<file path="src/rtl/uart_pkg.sv">
// Shared definitions for the memory-mapped UART: register offsets, STATUS bit
// positions, bus request bundle and the serial FSM state encoding.
package uart_pkg;

  localparam logic [1:0] UART_TXDATA  = 2'd0;
  localparam logic [1:0] UART_RXDATA  = 2'd1;
  localparam logic [1:0] UART_STATUS  = 2'd2;
  localparam logic [1:0] UART_BAUDDIV = 2'd3;

  localparam int ST_TX_FULL    = 0;
  localparam int ST_TX_EMPTY   = 1;
  localparam int ST_TX_BUSY    = 2;
  localparam int ST_RX_VALID   = 3;
  localparam int ST_RX_OVERRUN = 4;
  localparam int ST_FRAME_ERR  = 5;

  typedef struct packed {
    logic       wr;
    logic       rd;
    logic [1:0] reg_sel;
  } uart_req_t;

  typedef enum logic [1:0] {
    S_IDLE  = 2'd0,
    S_START = 2'd1,
    S_DATA  = 2'd2,
    S_STOP  = 2'd3
  } uart_state_e;

endpackage

</file>
<file path="src/rtl/uart_tx_fifo.sv">
// Byte FIFO feeding the UART transmitter. A push while full is dropped even
// if a pop happens on the same edge.
module uart_tx_fifo #(
  parameter  int TX_DEPTH = 4,
  localparam int AW       = $clog2(TX_DEPTH)
) (
  input  logic        clk,
  input  logic        reset,
  input  logic        push,
  input  logic        pop,
  input  logic [7:0]  din,
  output logic [7:0]  dout,
  output logic        full,
  output logic        empty,
  output logic [AW:0] count
);
  logic [TX_DEPTH-1:0][7:0] mem;
  logic [AW-1:0]            wr_ptr, rd_ptr;
  logic                     push_ok, pop_ok;

  assign full    = (count == (AW+1)'(TX_DEPTH));
  assign empty   = (count == '0);
  assign push_ok = push & ~full;
  assign pop_ok  = pop & ~empty;
  assign dout    = mem[rd_ptr];

  always_ff @(posedge clk) begin
    if (reset) begin
      wr_ptr <= '0;
      rd_ptr <= '0;
      count  <= '0;
    end else begin
      if (push_ok) wr_ptr <= wr_ptr + 1'b1;
      if (pop_ok)  rd_ptr <= rd_ptr + 1'b1;
      case ({push_ok, pop_ok})
        2'b10:   count <= count + 1'b1;
        2'b01:   count <= count - 1'b1;
        default: ;
      endcase
    end
  end

  always_ff @(posedge clk)
    if (push_ok) mem[wr_ptr] <= din;

endmodule

</file>
<file path="src/rtl/uart_mmio.sv">
// Memory-mapped 8N1 UART on the data-memory bus: TX FIFO plus shifter, RX
// holding register, combinational reads with side effects at the clock edge.
module uart_mmio
  import uart_pkg::*;
#(
  parameter logic [15:0] BAUD_DIV_RST = 16'd867,
  parameter int          TX_DEPTH     = 4
) (
  input  logic        clk,
  input  logic        reset,
  input  logic        sel,
  input  logic [3:0]  addr,
  input  logic [1:0]  we,
  input  logic        rd_en,
  input  logic [31:0] wdata,
  output logic [31:0] rdata,
  output logic        tx,
  input  logic        rx
);
  localparam int CW = $clog2(TX_DEPTH) + 1;

  uart_req_t req;
  assign req = '{wr: sel & (we != 2'b00), rd: sel & rd_en, reg_sel: addr[3:2]};

  logic [15:0] baud_div;
  always_ff @(posedge clk)
    if (reset) baud_div <= BAUD_DIV_RST;
    else if (req.wr && req.reg_sel == UART_BAUDDIV) baud_div <= wdata[15:0];

  logic          fifo_push, fifo_pop, fifo_full, fifo_empty;
  logic [7:0]    fifo_dout;
  logic [CW-1:0] fifo_count;
  assign fifo_push = req.wr && req.reg_sel == UART_TXDATA;

  uart_tx_fifo #(.TX_DEPTH(TX_DEPTH)) u_fifo (
    .clk(clk), .reset(reset), .push(fifo_push), .pop(fifo_pop), .din(wdata[7:0]),
    .dout(fifo_dout), .full(fifo_full), .empty(fifo_empty), .count(fifo_count)
  );

  // ---------------- transmitter ----------------
  uart_state_e tx_state, tx_state_n;
  logic [15:0] tx_cnt, tx_cnt_n, tx_div, tx_div_n;
  logic [2:0]  tx_bit, tx_bit_n;
  logic [7:0]  tx_shift, tx_shift_n;
  logic        tx_busy;

  always_ff @(posedge clk) begin
    if (reset) begin
      tx_state <= S_IDLE; tx_cnt <= '0; tx_div <= '0; tx_bit <= '0; tx_shift <= '0;
    end else begin
      tx_state <= tx_state_n; tx_cnt <= tx_cnt_n; tx_div <= tx_div_n;
      tx_bit <= tx_bit_n; tx_shift <= tx_shift_n;
    end
  end

  always_comb begin
    tx_state_n = tx_state; tx_cnt_n = tx_cnt; tx_div_n = tx_div;
    tx_bit_n = tx_bit; tx_shift_n = tx_shift; fifo_pop = 1'b0;
    if (tx_state == S_IDLE) begin
      if (!fifo_empty) begin
        fifo_pop = 1'b1; tx_shift_n = fifo_dout; tx_div_n = baud_div;
        tx_cnt_n = baud_div; tx_state_n = S_START;
      end
    end else if (tx_cnt != 16'd0) begin
      tx_cnt_n = tx_cnt - 16'd1;
    end else begin
      tx_cnt_n = tx_div;
      case (tx_state)
        S_START: begin tx_bit_n = '0; tx_state_n = S_DATA; end
        S_DATA: begin
          tx_shift_n = {1'b0, tx_shift[7:1]};
          tx_bit_n   = tx_bit + 3'd1;
          if (tx_bit == 3'd7) tx_state_n = S_STOP;
        end
        S_STOP: begin
          // back-to-back frames: reload straight into START, no idle bit
          if (!fifo_empty) begin
            fifo_pop = 1'b1; tx_shift_n = fifo_dout; tx_div_n = baud_div;
            tx_cnt_n = baud_div; tx_state_n = S_START;
          end else tx_state_n = S_IDLE;
        end
        default: ;
      endcase
    end
  end

  assign tx_busy = (tx_state != S_IDLE);
  assign tx = (tx_state == S_START) ? 1'b0 : (tx_state == S_DATA) ? tx_shift[0] : 1'b1;

  // ---------------- receiver ----------------
  logic [1:0]  rx_sync;
  logic        rx_s;
  uart_state_e rx_state, rx_state_n;
  logic [15:0] rx_cnt, rx_cnt_n, rx_div, rx_div_n, rx_half;
  logic [2:0]  rx_bit, rx_bit_n;
  logic [7:0]  rx_shift, rx_shift_n, rx_byte;
  logic        rx_brk, rx_brk_n, rx_done, rx_ferr;
  logic        rx_valid, rx_overrun, frame_err, rd_rx, rd_st;

  assign rx_s    = rx_sync[1];
  assign rx_half = 16'(({1'b0, baud_div} + 17'd1) >> 1);

  always_ff @(posedge clk) begin
    if (reset) begin
      rx_sync <= 2'b11; rx_state <= S_IDLE; rx_cnt <= '0; rx_div <= '0;
      rx_bit <= '0; rx_shift <= '0; rx_brk <= 1'b0;
    end else begin
      rx_sync <= {rx_sync[0], rx}; rx_state <= rx_state_n; rx_cnt <= rx_cnt_n;
      rx_div <= rx_div_n; rx_bit <= rx_bit_n; rx_shift <= rx_shift_n; rx_brk <= rx_brk_n;
    end
  end

  always_comb begin
    rx_state_n = rx_state; rx_cnt_n = rx_cnt; rx_div_n = rx_div; rx_bit_n = rx_bit;
    rx_shift_n = rx_shift; rx_brk_n = rx_brk; rx_done = 1'b0; rx_ferr = 1'b0;
    case (rx_state)
      S_IDLE:
        if (!rx_s) begin rx_div_n = baud_div; rx_cnt_n = rx_half; rx_state_n = S_START; end
      S_START:
        if (rx_cnt > 16'd1) rx_cnt_n = rx_cnt - 16'd1;
        else if (rx_s) rx_state_n = S_IDLE;
        else begin rx_cnt_n = rx_div; rx_bit_n = '0; rx_state_n = S_DATA; end
      S_DATA:
        if (rx_cnt != 16'd0) rx_cnt_n = rx_cnt - 16'd1;
        else begin
          rx_cnt_n   = rx_div;
          rx_shift_n = {rx_s, rx_shift[7:1]};
          rx_bit_n   = rx_bit + 3'd1;
          if (rx_bit == 3'd7) rx_state_n = S_STOP;
        end
      S_STOP:
        // after a bad stop bit, hold here until the line is released
        if (rx_brk) begin
          if (rx_s) begin rx_brk_n = 1'b0; rx_state_n = S_IDLE; end
        end else if (rx_cnt != 16'd0) rx_cnt_n = rx_cnt - 16'd1;
        else if (rx_s) begin rx_done = 1'b1; rx_state_n = S_IDLE; end
        else begin rx_ferr = 1'b1; rx_brk_n = 1'b1; end
      default: ;
    endcase
  end

  assign rd_rx = req.rd && req.reg_sel == UART_RXDATA;
  assign rd_st = req.rd && req.reg_sel == UART_STATUS;

  always_ff @(posedge clk) begin
    if (reset) begin
      rx_valid <= 1'b0; rx_overrun <= 1'b0; frame_err <= 1'b0; rx_byte <= '0;
    end else begin
      if (rx_done) rx_byte <= rx_shift;
      rx_valid   <= rx_done | (rx_valid & ~rd_rx);
      rx_overrun <= (rx_overrun & ~rd_st) | (rx_done & rx_valid & ~rd_rx);
      frame_err  <= (frame_err & ~rd_st) | rx_ferr;
    end
  end

  // ---------------- read mux ----------------
  logic [31:0] status;
  always_comb begin
    status = '0;
    status[ST_TX_FULL]    = fifo_full;
    status[ST_TX_EMPTY]   = fifo_empty;
    status[ST_TX_BUSY]    = tx_busy;
    status[ST_RX_VALID]   = rx_valid;
    status[ST_RX_OVERRUN] = rx_overrun;
    status[ST_FRAME_ERR]  = frame_err;
  end

  always_comb begin
    rdata = '0;
    if (sel)
      case (req.reg_sel)
        UART_RXDATA:  rdata = {23'b0, rx_valid, rx_byte};
        UART_STATUS:  rdata = status;
        UART_BAUDDIV: rdata = {16'b0, baud_div};
        default:      rdata = '0;
      endcase
  end

  logic unused_ok;
  assign unused_ok = ^{addr[1:0], wdata[31:16], fifo_count};

endmodule

</file>
<file path="config.mk">
export PLATFORM = sky130hd
export DESIGN_NAME = uart_mmio
export DESIGN_NICKNAME = d
export VERILOG_FILES = /design/src/rtl/uart_pkg.sv /design/src/rtl/uart_tx_fifo.sv /design/src/rtl/uart_mmio.sv
export SDC_FILE = /design/constraint.sdc
export NUM_CORES = 1
export LEC_CHECK = 0
export CAP_MARGIN = 20
export CORE_ASPECT_RATIO = 0.75
export CORE_MARGIN = 2
export CORE_UTILIZATION = 54
export CTS_BUF_LIST = sky130_fd_sc_hd__clkbuf_8
export CTS_CLUSTER_SIZE = 10
export DETAILED_ROUTE_END_ITERATION = 8
export PLACE_DENSITY = 0.86
export SKIP_CTS_REPAIR_TIMING = 1
export SLEW_MARGIN = 0
export SYNTH_ARGS = -nofsm -noshare
export SYNTH_HDL_FRONTEND = slang
export SYNTH_SLANG_ARGS = --single-unit
</file>
<file path="constraint.sdc">
create_clock -name clk -period 9.35 [get_ports clk]
set_clock_uncertainty 0.1 [all_clocks]
set_input_delay 1.87 -clock clk [delete_from_list [all_inputs] [get_ports clk]]
set_output_delay 1.87 -clock clk [all_outputs]
set_load 0.005 [all_outputs]
</file>
==> metrics.md <==
| Metric | Value |
|---|---|
| Status | `finished clean` |
| Initial core utilization | `54.8%` |
| Multiplexer area fraction after synthesis | `just over 5%` |
| Hold path cells | `1` |
| Synth Warn # | `0` |
| Critical path startpoint category | `primary input` |
| Die Wd | `147 um` |
| CTS HTree Levels | `4` |
| ANT nets after route | `0` |
| Fin util | `roughly 60%` |
| P_leak | `approximately 3.3 nW` |
| Total Power | `around 2.1 mW` |
| Largest family of logic cells by synthesized area | `simple AND/OR/NAND/NOR gates` |
| Final wirelength | `20.7 mm` |
| Core area | `~15,000 sq um` |
| Post-synthesis xor/xnor area fraction | `2.12%` |
| Number of synthesized flops with an enable pin | `32` |
| Via count | `7,143` |
| Cell count after synthesis | `about 940` |
| Crit path launch | `addr[3]` |
| First-pass GRT wire length | `roughly 33 mm` |
| Area contributors post-synth | `dfxtp_1, edfxtp_1, nand2_1` |
| Synth top cells by count | `nand2_1, dfxtp_1, a21oi_1` |
| CTS tree | `done` |
| Required time of the worst setup path | `approximately 7.4 ns` |
| Ports | `76` |
| Sum Neg Setup Slack | `0 ns` |
| Seq/Total Area, Yosys | `a little over two fifths` |
| Synth area leader | `dfxtp_1` |
| Clk_lat worst skew | `0.47 ns` |
| Nets | `1,004` |
| Final Hold Vio Count | `0` |
| Met3 global-route usage | `between 5 and 6%` |
| CP Data Arrival Time | `about 4.0 ns` |
| Num Clock Sinks | `159` |
| Number of CTS-inserted buffers | `17` |
| Power density over the cells | `235 nW/um^2` |
| Reg2Reg Depth | `10` |
| Number of setup violations in the final report | `0` |
| Clock transition at path regs | `0.09 ns` |
| Simple-Gate Fraction of Synth Area | `a little over a fifth` |
| Number of port buffers | `41` |
| Initial antenna violation count | `0` |
| Synth cell types | `83` |
| CP endpoint kind | `output pin` |
| Rows | `39` |
| Top-area cell type share of the netlist area | `approximately 30%` |
| Post-route DRC | `0` |
| Area grow syn2layout | `9.09%` |
| Final period utilization | `64.0%` |
| WL per Instance | `17.8 um` |
| Commonest register cell after synthesis | `dfxtp_1` |
| VDD IR-drop max | `around 0.00011 V` |
| FF-to-FF setup slack | `~6 ns` |
| Bufs on Longest Clock Path | `2` |
| Crit Path Max Fanout | `13` |
| Total die area | `roughly 16,000 sq um` |
| Overall Global Routing Usage | `between 20% and 30%` |
| Slew Viols, Final | `0` |
| Max Cap Viol | `0` |
| Final Critical Period | `about 6.0 ns` |
| Max Clock Freq | `roughly 0.17 GHz` |
| Fill count | `between 1,000 and 1,500` |
| RSZ-0062 raised after global routing | `no` |
| Ant diodes | `0` |
| Die Y-Extent | `111 um` |
| Vias in the first global route | `between 6,000 and 7,000` |
| Grt total ovfl | `0` |
| Hold crit path type | `reg2reg` |
| 1st-iter DRT viols | `just over 800` |
| GPL Wtd Cong | `~0.89` |
| Worst slew margin relative to its limit | `33.0%` |
| DR vias/cell | `approximately 6.2` |
| CTS Root Buffer Type | `clkbuf_8` |
| RR Startpoint | `tx_cnt[11]` |
| Mapped Area | `8270 sq um` |
| Min-delay src | `rx_sync[0]` |
| Kind of critical path | `in2out` |
| DRT Pass-1 Iters | `5` |
| Global route hottest layer | `met2` |
| Yosys reg bits | `between 150 and 200` |
| Mean Syn Cell Area | `8.77 sq um` |
| Grt met2 use | `around 37%` |
| Compound-gate portion of the synthesized area | `approximately 20%` |
| DP HPWL | `about 14 mm` |
| Asr flop ratio synth | `0%` |
| Post-synthesis adder-cell area fraction | `under 10%` |
| Met1 global-route usage | `36.8%` |
| Share of layout cells above drive strength 1 | `a little under a tenth` |
| Worst slew pin tran | `approximately 1 ns` |
| Largest net degree at the start of global routing | `63` |
| Most frequent cell after synthesis | `nand2_1` |
==> where the power goes <==
part | leakage, nW | switching, mW | internal, mW | total [mW]
combinational | 1.84 | 0.498 | 0.302 | 0.800
sequential | 1.32 | 0.0759 | 0.767 | 0.843
clock | 0.177 | 0.277 | 0.202 | 0.479
total | 3.34 | 0.851 | 1.27 | 2.12
==> critical path, cell delays in order <==
cell and delay, ns:
clkdlybuf4s50_1 0.82, nor2b_1 0.45, a22oi_1 0.17, nor2b_1 0.17, clkdlybuf4s50_1 0.53
==> through the flow <==
step | hold WS (ns) | worst slack [ns] | cells | area [sq um]
6_report | 0.320 | 3.36 | 1159 | 9020
5_1_grt | 0.338 | 3.19 | 1159 | 9020
4_1_cts | 0.322 | 3.34 | 1157 | 9000
3_5_place_dp | 0.300 | 3.39 | 1125 | 8640
3_3_place_gp | 0.293 | 3.44 | 1124 | 8620
2_1_floorplan | 0.289 | 4.60 | 958 | 8330
==> metal layers <==
metal	routed length [um]	up-vias	part of all wire (%)
li1	-	3332	-
met1	9020	3401	44
met2	9090	361	44
met3	1970	49	9.5
met4	606	0	2.9
met5	0	-	0
==> worst paths after layout <==
path / to
hold / removal: rx_sync[1]
setup / recovery: rdata[1]
setup reg to reg: u_fifo.count[2]
hold reg to reg: rx_sync[1]
==> state kept, by name, indices dropped and copies added, names as in the netlist, 2 cells and up, named ones only <==
name / count
tx_bit: 3
rx_div: 16
rx_cnt: 16
tx_shift: 8
u_fifo.rd_ptr: 2
tx_div: 16
u_fifo.mem: 32
rx_byte: 8
tx_cnt: 16
baud_div: 16
tx_state: 2
u_fifo.count: 3
rx_sync: 2
rx_shift: 8
rx_bit: 3
u_fifo.wr_ptr: 2
==> layout make-up <==
type	instances	area, sq um	share of cell area, %
multi-input combinational	684	4300	47.7
sequential	159	3500	38.8
timing repair buffer	51	493	5.46
clock buffer	19	262	2.90
tap	205	256	2.84
inverter	28	105	1.17
clock inverter	13	103	1.14
==> placed cells by master (no fill, tap or decap), types with 10 or more instances in the layout <==
cell type        synthesis  final
mux2i_1                 17     17
nor2_1                  62     62
nor2b_1                 13     12
and2_1                  19     19
nand3_1                 33     33
inv_1                   28     28
clkdlybuf4s50_1          0     40
o22ai_1                 15     15
edfxtp_1                32     32
ha_1                    19     19
xor2_1                  10     10
xnor2_1                 10     10
o21ai_0                 33     33
conb_1                   1     16
and3_1                  10     10
clkbuf_8                 0     20
a21oi_1                102    102
dfxtp_1                127    127
nand2_1                141    141
nor3_1                  12     11
==> cell families after synthesis <==
family | after synthesis
flip-flops | 159
AND/OR/NAND/NOR | 347
other | 1
multiplexers | 32
adder cells (fa/ha/maj) | 20
AO/OA/AOI/OAI | 249
XOR/XNOR | 20
buffers and inverters | 115
Power figures use the tool's default switching activity.
